$ cat config.mk
export PLATFORM = sky130hd
export DESIGN_NAME = lca_obi_demux
export DESIGN_NICKNAME = d
export VERILOG_FILES = /design/src/rtl/lca_obi_demux.sv
export SDC_FILE = /design/constraint.sdc
export NUM_CORES = 1
export LEC_CHECK = 0
export ABC_CLOCK_PERIOD_IN_PS = 3200
export CORE_AREA = 2 2 124 126
export CTS_BUF_LIST = sky130_fd_sc_hd__clkbuf_2
export DETAILED_ROUTE_END_ITERATION = 8
export DIE_AREA = 0 0 126 128
export HOLD_SLACK_MARGIN = 0.03
export PLACE_DENSITY = 0.58
export SYNTH_ARGS = -nofsm -noshare
export SYNTH_HDL_FRONTEND = slang
export SYNTH_SLANG_ARGS = --single-unit
export TNS_END_PERCENT = 50
$ cat constraint.sdc
create_clock -name clk_i -period 3.2 [get_ports clk_i]
set_input_delay 0.64 -clock clk_i [delete_from_list [all_inputs] [get_ports clk_i]]
set_output_delay 0.64 -clock clk_i [all_outputs]
set_load 0.02 [all_outputs]
$ cat src/rtl/lca_obi_demux.sv
// OBI data-port demultiplexer: routes core requests to NT address-mapped targets,
// keeps responses in order with a small target-id FIFO, and answers unmapped accesses itself.
module lca_obi_demux #(
  parameter int unsigned NT      = 4,
  parameter int unsigned MAX_OUT = 2,
  parameter logic [NT-1:0][31:0] TGT_BASE = {32'h3000_0000, 32'h2000_0000,
                                             32'h1010_0000, 32'h1000_0000},
  parameter logic [NT-1:0][31:0] TGT_MASK = {32'hFFFF_0000, 32'hFFFF_0000,
                                             32'hFFF0_0000, 32'hFFF0_0000}
) (
  input  logic                 clk_i,
  input  logic                 rst_ni,
  input  logic                 h_req_i,
  output logic                 h_gnt_o,
  input  logic [31:0]          h_addr_i,
  input  logic                 h_we_i,
  input  logic [3:0]           h_be_i,
  input  logic [31:0]          h_wdata_i,
  output logic                 h_rvalid_o,
  output logic [31:0]          h_rdata_o,
  output logic                 h_err_o,
  output logic [NT-1:0]        t_req_o,
  input  logic [NT-1:0]        t_gnt_i,
  output logic [31:0]          t_addr_o,
  output logic                 t_we_o,
  output logic [3:0]           t_be_o,
  output logic [31:0]          t_wdata_o,
  input  logic [NT-1:0]        t_rvalid_i,
  input  logic [NT-1:0][31:0]  t_rdata_i,
  output logic                 proto_err_o
);

  localparam int unsigned SW = $clog2(NT + 1);
  localparam int unsigned CW = $clog2(MAX_OUT + 1);
  localparam int unsigned PW = (MAX_OUT > 1) ? $clog2(MAX_OUT) : 1;
  localparam logic [SW-1:0] ERR_SEL = SW'(NT);

  logic [MAX_OUT-1:0][SW-1:0] fifo_q, fifo_d;
  logic [PW-1:0]              wr_ptr_q, wr_ptr_d, rd_ptr_q, rd_ptr_d;
  logic [CW-1:0]              count_q, count_d;
  logic [SW-1:0]              last_tgt_q, last_tgt_d;
  logic                       err_pend_q, err_pend_d;
  logic                       proto_err_q, proto_err_d;

  logic [SW-1:0] sel, head;
  logic          stall, tgt_gnt, push, pop, head_rvalid, stray;
  logic [31:0]   head_rdata;

  function automatic logic [PW-1:0] ptr_inc(input logic [PW-1:0] p);
    return (p == PW'(MAX_OUT - 1)) ? '0 : p + PW'(1);
  endfunction

  // Descending scan so the lowest matching target wins.
  always_comb begin
    sel = ERR_SEL;
    for (int i = int'(NT) - 1; i >= 0; i--) begin
      if ((h_addr_i & TGT_MASK[i]) == TGT_BASE[i]) sel = SW'(i);
    end
  end

  // Only the most recent target may be pipelined, so responses can never reorder.
  assign stall = (count_q == CW'(MAX_OUT)) | ((count_q != '0) & (sel != last_tgt_q));
  assign head  = fifo_q[rd_ptr_q];

  always_comb begin
    t_req_o     = '0;
    tgt_gnt     = 1'b0;
    head_rvalid = 1'b0;
    head_rdata  = '0;
    stray       = 1'b0;
    for (int i = 0; i < int'(NT); i++) begin
      if (sel == SW'(i)) begin
        t_req_o[i] = h_req_i & ~stall;
        tgt_gnt    = t_gnt_i[i];
      end
      if (head == SW'(i)) begin
        head_rvalid = t_rvalid_i[i];
        head_rdata  = t_rdata_i[i];
      end
      if (t_rvalid_i[i] & ((count_q == '0) | (head != SW'(i)))) stray = 1'b1;
    end
  end

  assign h_gnt_o    = h_req_i & ~stall & ((sel == ERR_SEL) | tgt_gnt);
  assign h_rvalid_o = (count_q != '0) & ((head == ERR_SEL) ? err_pend_q : head_rvalid);
  assign h_rdata_o  = (h_rvalid_o & (head != ERR_SEL)) ? head_rdata : 32'h0;
  assign h_err_o    = h_rvalid_o & (head == ERR_SEL);
  assign t_addr_o   = h_addr_i;
  assign t_we_o     = h_we_i;
  assign t_be_o     = h_be_i;
  assign t_wdata_o  = h_wdata_i;
  assign proto_err_o = proto_err_q;

  assign push = h_gnt_o;
  assign pop  = h_rvalid_o;

  always_comb begin
    fifo_d      = fifo_q;
    wr_ptr_d    = wr_ptr_q;
    rd_ptr_d    = rd_ptr_q;
    count_d     = count_q;
    last_tgt_d  = last_tgt_q;
    err_pend_d  = err_pend_q;
    proto_err_d = proto_err_q | stray;
    if (push) begin
      fifo_d[wr_ptr_q] = sel;
      wr_ptr_d         = ptr_inc(wr_ptr_q);
      last_tgt_d       = sel;
    end
    if (pop) rd_ptr_d = ptr_inc(rd_ptr_q);
    case ({push, pop})
      2'b10:   count_d = count_q + CW'(1);
      2'b01:   count_d = count_q - CW'(1);
      default: count_d = count_q;
    endcase
    // A new unmapped accept re-arms the internal responder even while the previous one pops.
    if (push & (sel == ERR_SEL))      err_pend_d = 1'b1;
    else if (pop & (head == ERR_SEL)) err_pend_d = 1'b0;
  end

  always_ff @(posedge clk_i or negedge rst_ni) begin
    if (!rst_ni) begin
      fifo_q      <= '0;
      wr_ptr_q    <= '0;
      rd_ptr_q    <= '0;
      count_q     <= '0;
      last_tgt_q  <= '0;
      err_pend_q  <= 1'b0;
      proto_err_q <= 1'b0;
    end else begin
      fifo_q      <= fifo_d;
      wr_ptr_q    <= wr_ptr_d;
      rd_ptr_q    <= rd_ptr_d;
      count_q     <= count_d;
      last_tgt_q  <= last_tgt_d;
      err_pend_q  <= err_pend_d;
      proto_err_q <= proto_err_d;
    end
  end

endmodule

==> results.tsv <==
stage	metric	value	unit
pwr	clock power share	7.8	%
floorplanning	DIE AREA	16100	sq um
clock_tree	Root Buffer	clkbuf_2	
floorplanning	Die X	126	um
timing	worst setup margin	-69.6	ps
cells_and_area	ANT cells	0	
synth	Synth Warn #	0	
pwr	Total Power	1.25	mW
place	gp weighted congestion	0.860	
cells_and_area	synth-to-layout area growth	96.2	%
outcome	failing checks	setup timing	
timing	Setup TNS Final	-180	ps
timing	final hold vios	0	
pwr	Reg power frac	22.0	%
timing	fin. max-slew vios	0	
cells_and_area	Nets	685	
pwr	combinational power share	70.2	%
drt	DR vias	3029	
drt	TritonRoute pass-1 iters	4	
global_route	global-route wire length before repair	18100	um
clock_tree	clk slew on worst S/H paths	150	ps
global_route	number of global-route vias before repair	3055	
synth	Synth Area per Inst	7.95	sq um
timing	clock skew	1.67	ps
floorplanning	Top Ports	317	
drt	post-route ant nets	0	
place	# port buffers	210	
synth	Synth top area share	22.1	%
synth	Synth Cell Area	2340	sq um
cells_and_area	fin util	30.9	%
cells_and_area	proportion of layout cells with a drive suffix above 1	28.6	%
clock_tree	CTS tree	done	
clock_tree	clock latency on the worst-skew pair	290	ps
synth	Yosys cell types	53	
flow_run	Max-Cap Viols	0	
pwr	P_leak	1.71	nW
drt	1st-iter DRT viols	105	
clock_tree	Max clock buf depth	2	
clock_tree	CTS Sinks	15	
place	post-DP HPWL	10600	um
pwr	PD cells	271	nW/um^2
timing	max frequency	306	MHz
critical_path	CP Data Required Time	2560	ps
timing	min Tclk post-route	3270	ps
floorplanning	Die Height	128	um
clock_tree	CTS buffer count	3	
synth	dominant cells by area after synthesis	buf_4, a22oi_1, dfrtp_1	
drt	WL final	12600	um
outcome	status	complete, but fails checks	
timing	RSZ-0062 raised after global routing	yes	
critical_path	worst-path fanout max	5	
timing	Final setup viols	4	
drt	drt wl/cell	19.1	um
drt	vias per cell	4.57	
synth	Async SR Flop Fraction	100	%
synth	count of flip-flops with a built-in enable after synthesis	0	
timing	Slew @ Worst Pin	698	ps
floorplanning	CORE AREA	14900	sq um
cells_and_area	count of non-filler cells in the finished layout	663	
pwr	Max VDD drop	0.348	mV
drt	DRC	0	
pwr	Int Power	768	uW
critical_path	Setup crit start kind	input pin	
timing	normalized max-slew margin	53.3	%
synth	most used flip-flop cell after synthesis	dfrtp_1	
cells_and_area	Fill cells	1597	
clock_tree	# H-tree levels	1	
pwr	Switching Share	38.5	%
critical_path	Worst EP arrival	2630	ps
synth	Seq cells post-synth	15	
critical_path	kind of critical path	input pin to output pin	
synth	sequential area share after synthesis	16.0	%
floorplanning	row count	45	
global_route	gr ovfl total	0	
worst_hold_path	HP Class	flip-flop to flip-flop	
timing	hold_ws	504	ps
floorplanning	Initial Utilization	15.8	%
global_route	pin count of the biggest net entering global routing	25	
place	Inst Count DP	650	
global_route	GRT Util Overall	14.1	%
timing	final critical-path share of the clock period	102	%
global_route	antenna violations before repair	1	
critical_path	CP endpoint kind	output pin	
synth	Cells after Synth	295	
synth	area leader, netlist	buf_4	
synth	post-synth net total	504	
pwr	Sw Pwr	480	uW
final timing paths:
kind | to | depth (start not counted) | slack (ps) | from
worst min-delay path | count_q[1]$_DFFE_PN0P_ | 1 | 500 | count_q[1]$_DFFE_PN0P_
worst max register to register | count_q[1]$_DFFE_PN0P_ | 11 | 670 | rd_ptr_q$_DFFE_PN0P_
worst min register to register | count_q[1]$_DFFE_PN0P_ | 1 | 500 | count_q[1]$_DFFE_PN0P_
min in group asynchronous | count_q[1]$_DFFE_PN0P_ | 1 | 750 | rst_ni
worst max-delay path | t_req_o[3] | 9 | -70 | h_addr_i[21]
max in group asynchronous | fifo_q[3]$_DFFE_PN0P_ | 1 | 2020 | rst_ni
power groups by stage:
| stage | Clock (mW) | Sequential, mW | Combinational [mW] |
|---|---|---|---|
| 2_1_floorplan | 0 | 0.265 | 0.485 |
| 3_3_place_gp | 0 | 0.275 | 0.808 |
| 3_5_place_dp | 0 | 0.277 | 0.818 |
| 4_1_cts | 0.0999 | 0.275 | 0.851 |
| 5_1_grt | 0.111 | 0.280 | 0.949 |
| 6_report | 0.0973 | 0.274 | 0.876 |
cell usage in the layout, fill, tap and decap left out, types with 5 or more instances in the layout:
cell type	instances
clkdlybuf4s50_1	157
a22oi_1	63
buf_4	49
a21oi_1	33
buf_2	20
dfrtp_1	15
clkbuf_2	11
nor2_1	9
dlygate4sd2_1	9
buf_12	7
mux2_2	6
buf_6	6
clkdlybuf4s15_2	6
inv_1	5
nand2_1	5
sequential cells by signal (all words and copies together), names as in the netlist:
register,flops
wr_ptr_q,1
fifo_q,6
proto_err_o,1
err_pend_q,1
rd_ptr_q,1
count_q,2
last_tgt_q,3
area by class of cell:
class / instances / area (sq um) / area share (%)
Timing Repair Buffer: 265 / 2470 / 53.7
Multi-Input combinational cell: 186 / 1480 / 32.2
Sequential cell: 15 / 375 / 8.16
Tap cell: 188 / 235 / 5.11
Clock buffer: 4 / 20.0 / 0.435
Inverter: 5 / 18.8 / 0.408
synth_stat cells (3+ instances only):
cell,instances
nor2_1,10
inv_1,5
nor4b_1,3
a22oi_1,63
mux2_2,7
dfrtp_1,15
nand3_1,3
nor2b_1,3
buf_4,69
clkbuf_1,16
and2_1,3
xor2_1,3
o21ai_0,3
a21oi_1,34
nor3_1,3
nand2_1,5
buf_2,3
timing repair:
item | CTS | global route
resized for setup | 160 | 31
hold buffers | 0 | 0
setup endpoints to repair | 39 | 38
setup buffers | 5 | 4
pin swaps | 13 | 8
stage by stage:
step           setup WS (ps)  cell area, sq um
3_5_place_dp            -735              4510
6_report               -69.6              4600
4_1_cts                 -106              4530
5_1_grt                 -153              4600
3_3_place_gp            -668              4510
2_1_floorplan           -116              2340
cells by family after synthesis:
kind of cell             synth area share [%]
AO/OA/AOI/OAI                            34.5
XOR/XNOR                                 1.87
adder cells (fa/ha/maj)                 0.534
buffers and inverters                    26.3
flip-flops                               16.0
multiplexers                             5.82
AND/OR/NAND/NOR                          15.0
critical path: stages:
cell,delay (ps)
buf_6,90
or3_4,390
nor4b_4,360
buf_4,190
nand4b_1,100
and2_4,180
a31oi_4,260
and4bb_2,280
buf_6,130
metal layers:
| metal | part of all wire [%] | track usage [%] | vias to the layer above |
|---|---|---|---|
| li1 | - | - | 1401 |
| met1 | 39 | 17.2 | 1466 |
| met2 | 51 | 25.0 | 140 |
| met3 | 7.7 | 4.05 | 20 |
| met4 | 1.5 | 2.59 | 2 |
| met5 | 0.10 | 0 | - |
(Power assumes the default switching activity.)
